File: src/rtl/ym_mix_accum_if.sv
// Channel-sample input bus and buffered stereo output bus of the mix accumulator.
// The master drives channel samples and out_ready; the slave (the accumulator) drives the output head.
interface ym_mix_accum_if #(
    parameter int NUM_CH = 6,
    parameter int IN_W   = 9,
    parameter int OUT_W  = 16
) ();
    localparam int CH_W = $clog2(NUM_CH);

    logic              in_valid;
    logic [CH_W-1:0]   in_ch;
    logic [IN_W-1:0]   in_data;
    logic [1:0]        in_pan;
    logic              out_valid;
    logic              out_ready;
    logic [OUT_W-1:0]  out_l;
    logic [OUT_W-1:0]  out_r;

    modport master (
        output in_valid, in_ch, in_data, in_pan, out_ready,
        input  out_valid, out_l, out_r
    );

    modport slave (
        input  in_valid, in_ch, in_data, in_pan, out_ready,
        output out_valid, out_l, out_r
    );
endinterface

File: src/rtl/ym_mix_accum.sv
// Stereo mix accumulator: sums NUM_CH panned offset-binary channel samples per frame,
// scales and range-reduces each frame, and buffers results in a DEPTH-entry FIFO.
module ym_mix_accum #(
    parameter int NUM_CH  = 6,
    parameter int IN_W    = 9,
    parameter int OUT_W   = 16,
    parameter int GAIN_SH = 5,
    parameter int DEPTH   = 4
) (
    input  logic          MCLK,
    input  logic          IC,
    ym_mix_accum_if.slave bus,
    input  logic          sat_en,
    output logic          frame_err,
    output logic [7:0]    ovf_cnt
);
    localparam int CH_W   = $clog2(NUM_CH);
    localparam int ACC_W  = IN_W + CH_W;
    localparam int FULL_W = ACC_W + GAIN_SH;
    localparam int WIDE_W = ((FULL_W > OUT_W) ? FULL_W : OUT_W) + 1;
    localparam int AW     = $clog2(DEPTH);
    localparam int PTR_W  = AW + 1;

    localparam logic [CH_W-1:0]  CH_ZERO  = {CH_W{1'b0}};
    localparam logic [CH_W-1:0]  CH_ONE   = CH_W'(1);
    localparam logic [CH_W-1:0]  CH_LAST  = CH_W'(NUM_CH - 1);
    localparam logic [PTR_W-1:0] PTR_ZERO = {PTR_W{1'b0}};
    localparam logic [PTR_W-1:0] PTR_ONE  = PTR_W'(1);
    localparam logic [PTR_W-1:0] PTR_FULL = PTR_W'(DEPTH);

    typedef enum logic [0:0] {
        ST_IDLE = 1'b0,
        ST_ACC  = 1'b1
    } seq_state_t;

    // Out-of-range values clamp to the nearest OUT_W limit when saturating, else keep the low bits.
    function automatic logic [OUT_W-1:0] range_reduce(input logic [WIDE_W-1:0] v, input logic sat);
        logic fits;
        logic [OUT_W-1:0] res;
        fits = (&v[WIDE_W-1:OUT_W-1]) | ~(|v[WIDE_W-1:OUT_W-1]);
        if (!sat || fits) begin
            res = v[OUT_W-1:0];
        end else if (v[WIDE_W-1]) begin
            res = {1'b1, {(OUT_W-1){1'b0}}};
        end else begin
            res = {1'b0, {(OUT_W-1){1'b1}}};
        end
        return res;
    endfunction

    seq_state_t              state_r;
    logic [CH_W-1:0]         exp_r;
    logic signed [ACC_W-1:0] acc_l_r;
    logic signed [ACC_W-1:0] acc_r_r;
    logic                    frame_err_r;
    logic [7:0]              ovf_cnt_r;

    logic [PTR_W-1:0]        wr_ptr_r;
    logic [PTR_W-1:0]        rd_ptr_r;
    logic [OUT_W-1:0]        mem_l_r [DEPTH];
    logic [OUT_W-1:0]        mem_r_r [DEPTH];
    logic                    out_valid_r;
    logic [OUT_W-1:0]        out_l_r;
    logic [OUT_W-1:0]        out_r_r;

    logic [IN_W-1:0]         samp_s;
    logic signed [ACC_W-1:0] samp_ext_s;
    logic signed [ACC_W-1:0] s_l_s;
    logic signed [ACC_W-1:0] s_r_s;
    logic                    ch_first_s;
    logic                    ch_hit_s;
    logic                    close_s;
    logic                    err_s;
    logic signed [ACC_W-1:0] sum_l_s;
    logic signed [ACC_W-1:0] sum_r_s;
    logic [WIDE_W-1:0]       wide_l_s;
    logic [WIDE_W-1:0]       wide_r_s;
    logic [OUT_W-1:0]        frame_l_s;
    logic [OUT_W-1:0]        frame_r_s;

    logic [PTR_W-1:0]        count_s;
    logic                    full_s;
    logic                    pop_s;
    logic                    push_s;
    logic                    drop_s;
    logic [PTR_W-1:0]        rd_nx_s;
    logic [PTR_W-1:0]        wr_nx_s;
    logic [PTR_W-1:0]        cnt_nx_s;
    logic                    bypass_s;
    logic [OUT_W-1:0]        head_l_s;
    logic [OUT_W-1:0]        head_r_s;

    // Offset-binary to signed conversion (MSB flip) and pan routing.
    always_comb begin
        samp_s     = {~bus.in_data[IN_W-1], bus.in_data[IN_W-2:0]};
        samp_ext_s = {{CH_W{samp_s[IN_W-1]}}, samp_s};
        if (bus.in_pan[1]) begin
            s_l_s = samp_ext_s;
        end else begin
            s_l_s = {ACC_W{1'b0}};
        end
        if (bus.in_pan[0]) begin
            s_r_s = samp_ext_s;
        end else begin
            s_r_s = {ACC_W{1'b0}};
        end
    end

    // Channel-sequence decode and closing-frame arithmetic.
    always_comb begin
        ch_first_s = (bus.in_ch == CH_ZERO);
        ch_hit_s   = (bus.in_ch == exp_r);
        close_s    = bus.in_valid & (state_r == ST_ACC) & ch_hit_s & (exp_r == CH_LAST);
        if (state_r == ST_IDLE) begin
            err_s = bus.in_valid & ~ch_first_s;
        end else begin
            err_s = bus.in_valid & ~ch_hit_s;
        end
        sum_l_s   = acc_l_r + s_l_s;
        sum_r_s   = acc_r_r + s_r_s;
        wide_l_s  = {{(WIDE_W-ACC_W){sum_l_s[ACC_W-1]}}, sum_l_s} << GAIN_SH;
        wide_r_s  = {{(WIDE_W-ACC_W){sum_r_s[ACC_W-1]}}, sum_r_s} << GAIN_SH;
        frame_l_s = range_reduce(wide_l_s, sat_en);
        frame_r_s = range_reduce(wide_r_s, sat_en);
    end

    // Frame sequencer: tracks the expected channel and accumulates the partial frame.
    always_ff @(posedge MCLK or negedge IC) begin
        if (!IC) begin
            state_r     <= ST_IDLE;
            exp_r       <= CH_ZERO;
            acc_l_r     <= {ACC_W{1'b0}};
            acc_r_r     <= {ACC_W{1'b0}};
            frame_err_r <= 1'b0;
        end else begin
            frame_err_r <= err_s;
            case (state_r)
                ST_IDLE: begin
                    if (bus.in_valid && ch_first_s) begin
                        acc_l_r <= s_l_s;
                        acc_r_r <= s_r_s;
                        exp_r   <= CH_ONE;
                        state_r <= ST_ACC;
                    end
                end
                ST_ACC: begin
                    if (bus.in_valid) begin
                        if (ch_hit_s && (exp_r == CH_LAST)) begin
                            acc_l_r <= {ACC_W{1'b0}};
                            acc_r_r <= {ACC_W{1'b0}};
                            exp_r   <= CH_ZERO;
                            state_r <= ST_IDLE;
                        end else if (ch_hit_s) begin
                            acc_l_r <= sum_l_s;
                            acc_r_r <= sum_r_s;
                            exp_r   <= exp_r + CH_ONE;
                        end else if (ch_first_s) begin
                            // A fresh channel 0 restarts the frame rather than waiting for the next one.
                            acc_l_r <= s_l_s;
                            acc_r_r <= s_r_s;
                            exp_r   <= CH_ONE;
                        end else begin
                            acc_l_r <= {ACC_W{1'b0}};
                            acc_r_r <= {ACC_W{1'b0}};
                            exp_r   <= CH_ZERO;
                            state_r <= ST_IDLE;
                        end
                    end
                end
                default: begin
                    acc_l_r <= {ACC_W{1'b0}};
                    acc_r_r <= {ACC_W{1'b0}};
                    exp_r   <= CH_ZERO;
                    state_r <= ST_IDLE;
                end
            endcase
        end
    end

    // FIFO control and the next-cycle head value, so the output can be registered.
    always_comb begin
        count_s = wr_ptr_r - rd_ptr_r;
        full_s  = (count_s == PTR_FULL);
        pop_s   = out_valid_r & bus.out_ready;
        push_s  = close_s & (~full_s | pop_s);
        drop_s  = close_s & ~push_s;
        if (pop_s) begin
            rd_nx_s = rd_ptr_r + PTR_ONE;
        end else begin
            rd_nx_s = rd_ptr_r;
        end
        if (push_s) begin
            wr_nx_s = wr_ptr_r + PTR_ONE;
        end else begin
            wr_nx_s = wr_ptr_r;
        end
        cnt_nx_s = wr_nx_s - rd_nx_s;
        // The new head is the frame being written this cycle when nothing older survives the pop.
        if (pop_s) begin
            bypass_s = push_s & (count_s == PTR_ONE);
        end else begin
            bypass_s = push_s & (count_s == PTR_ZERO);
        end
        if (cnt_nx_s == PTR_ZERO) begin
            head_l_s = {OUT_W{1'b0}};
            head_r_s = {OUT_W{1'b0}};
        end else if (bypass_s) begin
            head_l_s = frame_l_s;
            head_r_s = frame_r_s;
        end else begin
            head_l_s = mem_l_r[rd_nx_s[AW-1:0]];
            head_r_s = mem_r_r[rd_nx_s[AW-1:0]];
        end
    end

    // FIFO storage.
    always_ff @(posedge MCLK or negedge IC) begin
        if (!IC) begin
            for (int i = 0; i < DEPTH; i++) begin
                mem_l_r[i] <= {OUT_W{1'b0}};
                mem_r_r[i] <= {OUT_W{1'b0}};
            end
        end else begin
            if (push_s) begin
                mem_l_r[wr_ptr_r[AW-1:0]] <= frame_l_s;
                mem_r_r[wr_ptr_r[AW-1:0]] <= frame_r_s;
            end
        end
    end

    // FIFO pointers, registered head/valid and the saturating dropped-frame counter.
    always_ff @(posedge MCLK or negedge IC) begin
        if (!IC) begin
            wr_ptr_r    <= PTR_ZERO;
            rd_ptr_r    <= PTR_ZERO;
            out_valid_r <= 1'b0;
            out_l_r     <= {OUT_W{1'b0}};
            out_r_r     <= {OUT_W{1'b0}};
            ovf_cnt_r   <= 8'd0;
        end else begin
            wr_ptr_r    <= wr_nx_s;
            rd_ptr_r    <= rd_nx_s;
            out_valid_r <= (cnt_nx_s != PTR_ZERO);
            out_l_r     <= head_l_s;
            out_r_r     <= head_r_s;
            if (drop_s && (ovf_cnt_r != 8'hFF)) begin
                ovf_cnt_r <= ovf_cnt_r + 8'd1;
            end
        end
    end

    assign bus.out_valid = out_valid_r;
    assign bus.out_l     = out_l_r;
    assign bus.out_r     = out_r_r;
    assign frame_err     = frame_err_r;
    assign ovf_cnt       = ovf_cnt_r;
endmodule

File: src/flat_wrapper.sv
// flat-port wrapper written by rule: the top's interface ports become plain ports
module ym_mix_accum_flat 
#(
    parameter int NUM_CH  = 6,
    parameter int IN_W    = 9,
    parameter int OUT_W   = 16,
    parameter int GAIN_SH = 5,
    parameter int DEPTH   = 4
)
  (MCLK, IC, sat_en, frame_err, ovf_cnt, bus_in_valid, bus_in_ch, bus_in_data, bus_in_pan, bus_out_ready, bus_out_valid, bus_out_l, bus_out_r);
  ym_mix_accum_if #(.NUM_CH(NUM_CH), .IN_W(IN_W), .OUT_W(OUT_W)) bus_i ();
  input  logic MCLK;
  input  logic IC;
  input  logic sat_en;
  output logic frame_err;
  output logic [7:0] ovf_cnt;
  input wire logic [$bits(bus_i.in_valid)-1:0] bus_in_valid;
  input wire logic [$bits(bus_i.in_ch)-1:0] bus_in_ch;
  input wire logic [$bits(bus_i.in_data)-1:0] bus_in_data;
  input wire logic [$bits(bus_i.in_pan)-1:0] bus_in_pan;
  input wire logic [$bits(bus_i.out_ready)-1:0] bus_out_ready;
  output wire logic [$bits(bus_i.out_valid)-1:0] bus_out_valid;
  output wire logic [$bits(bus_i.out_l)-1:0] bus_out_l;
  output wire logic [$bits(bus_i.out_r)-1:0] bus_out_r;
  assign bus_i.in_valid = bus_in_valid;
  assign bus_i.in_ch = bus_in_ch;
  assign bus_i.in_data = bus_in_data;
  assign bus_i.in_pan = bus_in_pan;
  assign bus_i.out_ready = bus_out_ready;
  assign bus_out_valid = bus_i.out_valid;
  assign bus_out_l = bus_i.out_l;
  assign bus_out_r = bus_i.out_r;
  ym_mix_accum #(.NUM_CH(NUM_CH), .IN_W(IN_W), .OUT_W(OUT_W), .GAIN_SH(GAIN_SH), .DEPTH(DEPTH)) u_core (.MCLK(MCLK), .IC(IC), .bus(bus_i), .sat_en(sat_en), .frame_err(frame_err), .ovf_cnt(ovf_cnt));
endmodule
File: config.mk
export PLATFORM = sky130hd
export DESIGN_NAME = ym_mix_accum_flat
export DESIGN_NICKNAME = d
export VERILOG_FILES = /design/src/rtl/ym_mix_accum_if.sv /design/src/rtl/ym_mix_accum.sv /design/src/flat_wrapper.sv
export SDC_FILE = /design/constraint.sdc
export NUM_CORES = 1
export LEC_CHECK = 0
export ABC_CLOCK_PERIOD_IN_PS = 3150
export CAP_MARGIN = 0
export CORE_MARGIN = 2
export CORE_UTILIZATION = 25
export DETAILED_ROUTE_END_ITERATION = 12
export SLEW_MARGIN = 5
export SYNTH_ARGS = -nofsm -noshare
export SYNTH_HDL_FRONTEND = slang
export SYNTH_SLANG_ARGS = --single-unit
export TNS_END_PERCENT = 10
File: constraint.sdc
create_clock -name MCLK -period 3.15 [get_ports MCLK]
set_input_delay 0.315 -clock MCLK [delete_from_list [all_inputs] [get_ports MCLK]]
set_output_delay 0.315 -clock MCLK [all_outputs]
set_load 0.01 [all_outputs]
==> summary.md <==
| Metric | Value |
|---|---|
| # IOs | 61 |
| Final Max Tran Viols | 0 |
| Synth unique cells | 68 |
| Normalized max-slew margin | 0.185 |
| Placed Cells incl. Taps | 1599 |
| Layout Utilization | 0.340 |
| Sw Ratio | 0.381 |
| Crit. End Element | flip-flop |
| GRT Util Overall | 0.147 |
| HP Class | in2async |
| Peak Freq | 0.315 GHz |
| Global route overflow | 0 |
| # DRC | 0 |
| Sw Pwr | 3.15 mW |
| Worst R2R End | u_core.bus.out_r[9]$_DFF_PN0_ |
| Final Hold Vio Count | 0 |
| Largest net degree at the start of global routing | 71 |
| Async S/R FF share, synth | 1.00 |
| CTS tree | yes |
| Post-synth EDFFs | 0 |
| Routability cong. | about 0.88 |
| Synth top area share | 0.464 |
| Die W | about 190 µm |
| Lkg Pwr | approximately 5.2 nW |
| Area grow syn2layout | 33.4% |
| # clock sinks | approximately 160 |
| Slowest-stage cell, CP | dfrtp_1 |
| CTS Buf Count | 17 |
| PortBufs | 60 |
| Sequential share of the synthesized area | 0.464 |
| Dpl hpwl | 18800 µm |
| Total number of vias | 7767 |
| Clk pwr share | 0.247 |
| Nets | approximately 1.2k |
| Max Fanout on Critical Path | 4 |
| Worst Reg-to-Reg Cells | 17 |
| Routed wire length | about 26000 µm |
| Final period util | 1.01 |
| FF-to-FF Start | u_core.wr_ptr_r[0]$_DFF_PN0_ |
| CTS HTree Levels | 4 |
| Reg clk slew, reported paths | approximately 70 ps |
| Max Buffers Root-to-Sink | 2 |
| Design area | around 12000 µm² |
| Crit path time final | roughly 3200 ps |
| Layout filler cell count | 3568 |
| First-pass GRT wire length | between 40000 and 50000 µm |
| WS Path Type | reg2reg |
| Worst Clk Skew | approximately 16 ps |
| Commonest cells after routing, fill and taps aside | nand2_1, dfrtp_1, buf_4 |
| Antenna-violating nets left | 0 |
| Largest stage delay, worst path | 360 ps |
| DR iter-0 viols | between 400 and 500 |
| Largest area contributor in the netlist | dfrtp_1 |
| CTS root buffer | clkbuf_16 |
| Row cnt | ~70 |
| Register area | 4100 µm² |
| Worst setup startpoint | u_core.wr_ptr_r[0]$_DFF_PN0_ |
| Fin cells | approximately 1.6k |
| Largest cells by area after synthesis | dfrtp_1, nand2_1, o21ai_0, ha_1, a21oi_1 |
| Setup slack at placement | -633 ps |
| PnR worst setup slack | -27.0 ps |
| Starting Density | 0.255 |
| VDD IR-drop max | around 0.42 mV |
| Synth warnings | 0 |
| Outcome | complete, but fails checks |
| Slew @ Worst Pin | 1210 ps |
| Pint | 5.13 mW |
| Logic pwr share | 0.461 |
| Syn nets | around 1.0k |
| Post-Syn Area | between 8000 and 9000 µm² |
| Unrepaired setup endpoints after global routing | true |
| Flop pwr share | 0.293 |
| Cell count after synthesis | about 990 |
| Area of the die | ~37000 µm² |
| Setup violations, final | 3 |
| Fin Hold WS | about 440 ps |
| Clock Latency Late Sink | around 430 ps |
| Vias in the first global route | 7823 |
| Wire per inst | between 15 and 20 µm |
| Drt pass-1 iters | 5 |
| # diodes | 0 |
| Power density cells | between 700 and 800 nW/µm² |
| Die Ht | slightly below 200 µm |
| FF-to-FF setup slack | -30 ps |
| Initial antenna violation count | 0 |
| Multi-input gate area | roughly 4700 µm² |
| Post-place instance area | approximately 11000 µm² |
| WP data arrival | approximately 3500 ps |
| CORE AREA | approximately 35000 µm² |
| Syn Area/Cell | between 8 and 9 µm² |
| Crit path cell chain | inv_2 -> ha_4 -> fa_2 -> xor3_1 -> and4_4 -> nor4b_4 -> buf_6 -> o21ai_4 -> ha_2 -> nand2b_4 -> xnor2_2 -> xnor2_1 -> and3_4 -> clkinv_4 -> o31ai_4 -> buf_6 -> a311oi_2 |
| Share of cells above drive strength 1 | 0.204 |
| Vias per cell | between 4 and 5 |
| MaxCap Viol Count | 0 |
| CP startpoint kind | flip-flop |
| Yosys reg bits | 164 |
| Ys flop type | dfrtp_1 |
| CP required | about 3500 ps |
| Failing checks | setup timing |
| Most frequent cell on the critical path | buf_6 |
| Commonest non-fill, non-tap cell in the layout | nand2_1 |
[registers in the layout, indices dropped and copies added (netlist names), 3 cells and up]
signal	cells
u_core.acc_l_r	12
u_core.acc_r_r	12
u_core.bus.out_l	12
u_core.bus.out_r	12
u_core.exp_r	3
u_core.mem_l_r	48
u_core.mem_r_r	48
u_core.ovf_cnt	8
u_core.rd_ptr_r	3
u_core.wr_ptr_r	3
[cell usage after synthesis, types with 9 or more instances]
library cell,count
and3_1,22
a31oi_1,16
a21oi_1,73
ha_1,33
xnor2_1,19
and2_1,21
clkbuf_1,42
dfrtp_1,164
inv_1,16
o211ai_1,13
nor2_1,89
a311oi_1,9
xor2_1,16
nand3_1,15
nand2b_1,11
nor3_1,14
nand2_1,206
o21ai_0,88
[metrics by stage]
step                      power, mW  setup TNS (ps)
after global placement         6.04          -43660
after floorplan                4.36               0
after CTS                      8.19            -636
final                          8.27           -47.2
after global routing           8.78           -1870
after detailed placement       6.06          -49790
[worst max path at each step]
stage / endpoint / slack (ps) / depth (start not counted)
6_report: u_core.bus.out_r[9]$_DFF_PN0_ / -30 / 17
5_1_grt: u_core.bus.out_r[9]$_DFF_PN0_ / -180 / 17
4_1_cts: u_core.mem_r_r[45]$_DFFE_PN0P_ / -50 / 14
3_5_place_dp: u_core.mem_l_r[57]$_DFFE_PN0P_ / -630 / 13
3_3_place_gp: u_core.mem_l_r[41]$_DFFE_PN0P_ / -500 / 13
2_1_floorplan: u_core.bus.out_r[6]$_DFF_PN0_ / 2 / 16
[metal layers]
| metal | global-route usage | share of wire | vias to the layer above |
|---|---|---|---|
| li1 | - | - | 3786 |
| met1 | 0.203 | 0.47 | 3789 |
| met5 | 0 | 0 | - |
| met4 | 0.0355 | 0.012 | 0 |
| met3 | 0.0234 | 0.038 | 18 |
| met2 | 0.240 | 0.48 | 174 |
[power by group through the flow]
stage	Combinational [mW]	Sequential (mW)	Clock, mW
after CTS	3.69	2.43	2.08
after detailed placement	3.60	2.46	0
final	3.81	2.42	2.04
after global placement	3.57	2.46	0
after global routing	4.16	2.45	2.17
after floorplan	1.90	2.47	0
[layout make-up]
| class | count | share of cell area |
|---|---|---|
| multi-input cells | 752 | 0.396 |
| inverters | 18 | 0.00615 |
| clock inverters | 12 | 0.0103 |
| clock buffers | 20 | 0.0379 |
| well taps | 455 | 0.0483 |
| flip-flops and latches | 164 | 0.348 |
| repair buffers | 215 | 0.153 |
[cells by family after synthesis]
family | count (synthesis) | synth area share
AND/OR/NAND/NOR | 406 | 0.204
AO/OA/AOI/OAI | 259 | 0.178
flip-flops | 164 | 0.464
buffers and inverters | 72 | 0.0358
XOR/XNOR | 37 | 0.0392
adder cells (fa/ha/maj) | 36 | 0.0535
multiplexers | 14 | 0.0257
[repair_timing]
action | 4_1_cts | 5_1_grt
buffers inserted | 2 | 3
setup endpoints to repair | 79 | 98
hold buffers | 1 | 0
pin swaps | 2 | 10
resized for setup | 16 | 33
hold endpoints to repair | 67 | 0
[worst max-delay path: cells and delay by family (launching register included)]
| kind | cells | cell delay (ps) |
|---|---|---|
| AND/OR/NAND/NOR | 4 | 760 |
| AO/OA/AOI/OAI | 3 | 390 |
| flip-flops | 1 | 360 |
| buffers and inverters | 4 | 440 |
| XOR/XNOR | 3 | 480 |
| adder cells (fa/ha/maj) | 3 | 650 |
Power figures use the tool's default switching activity.
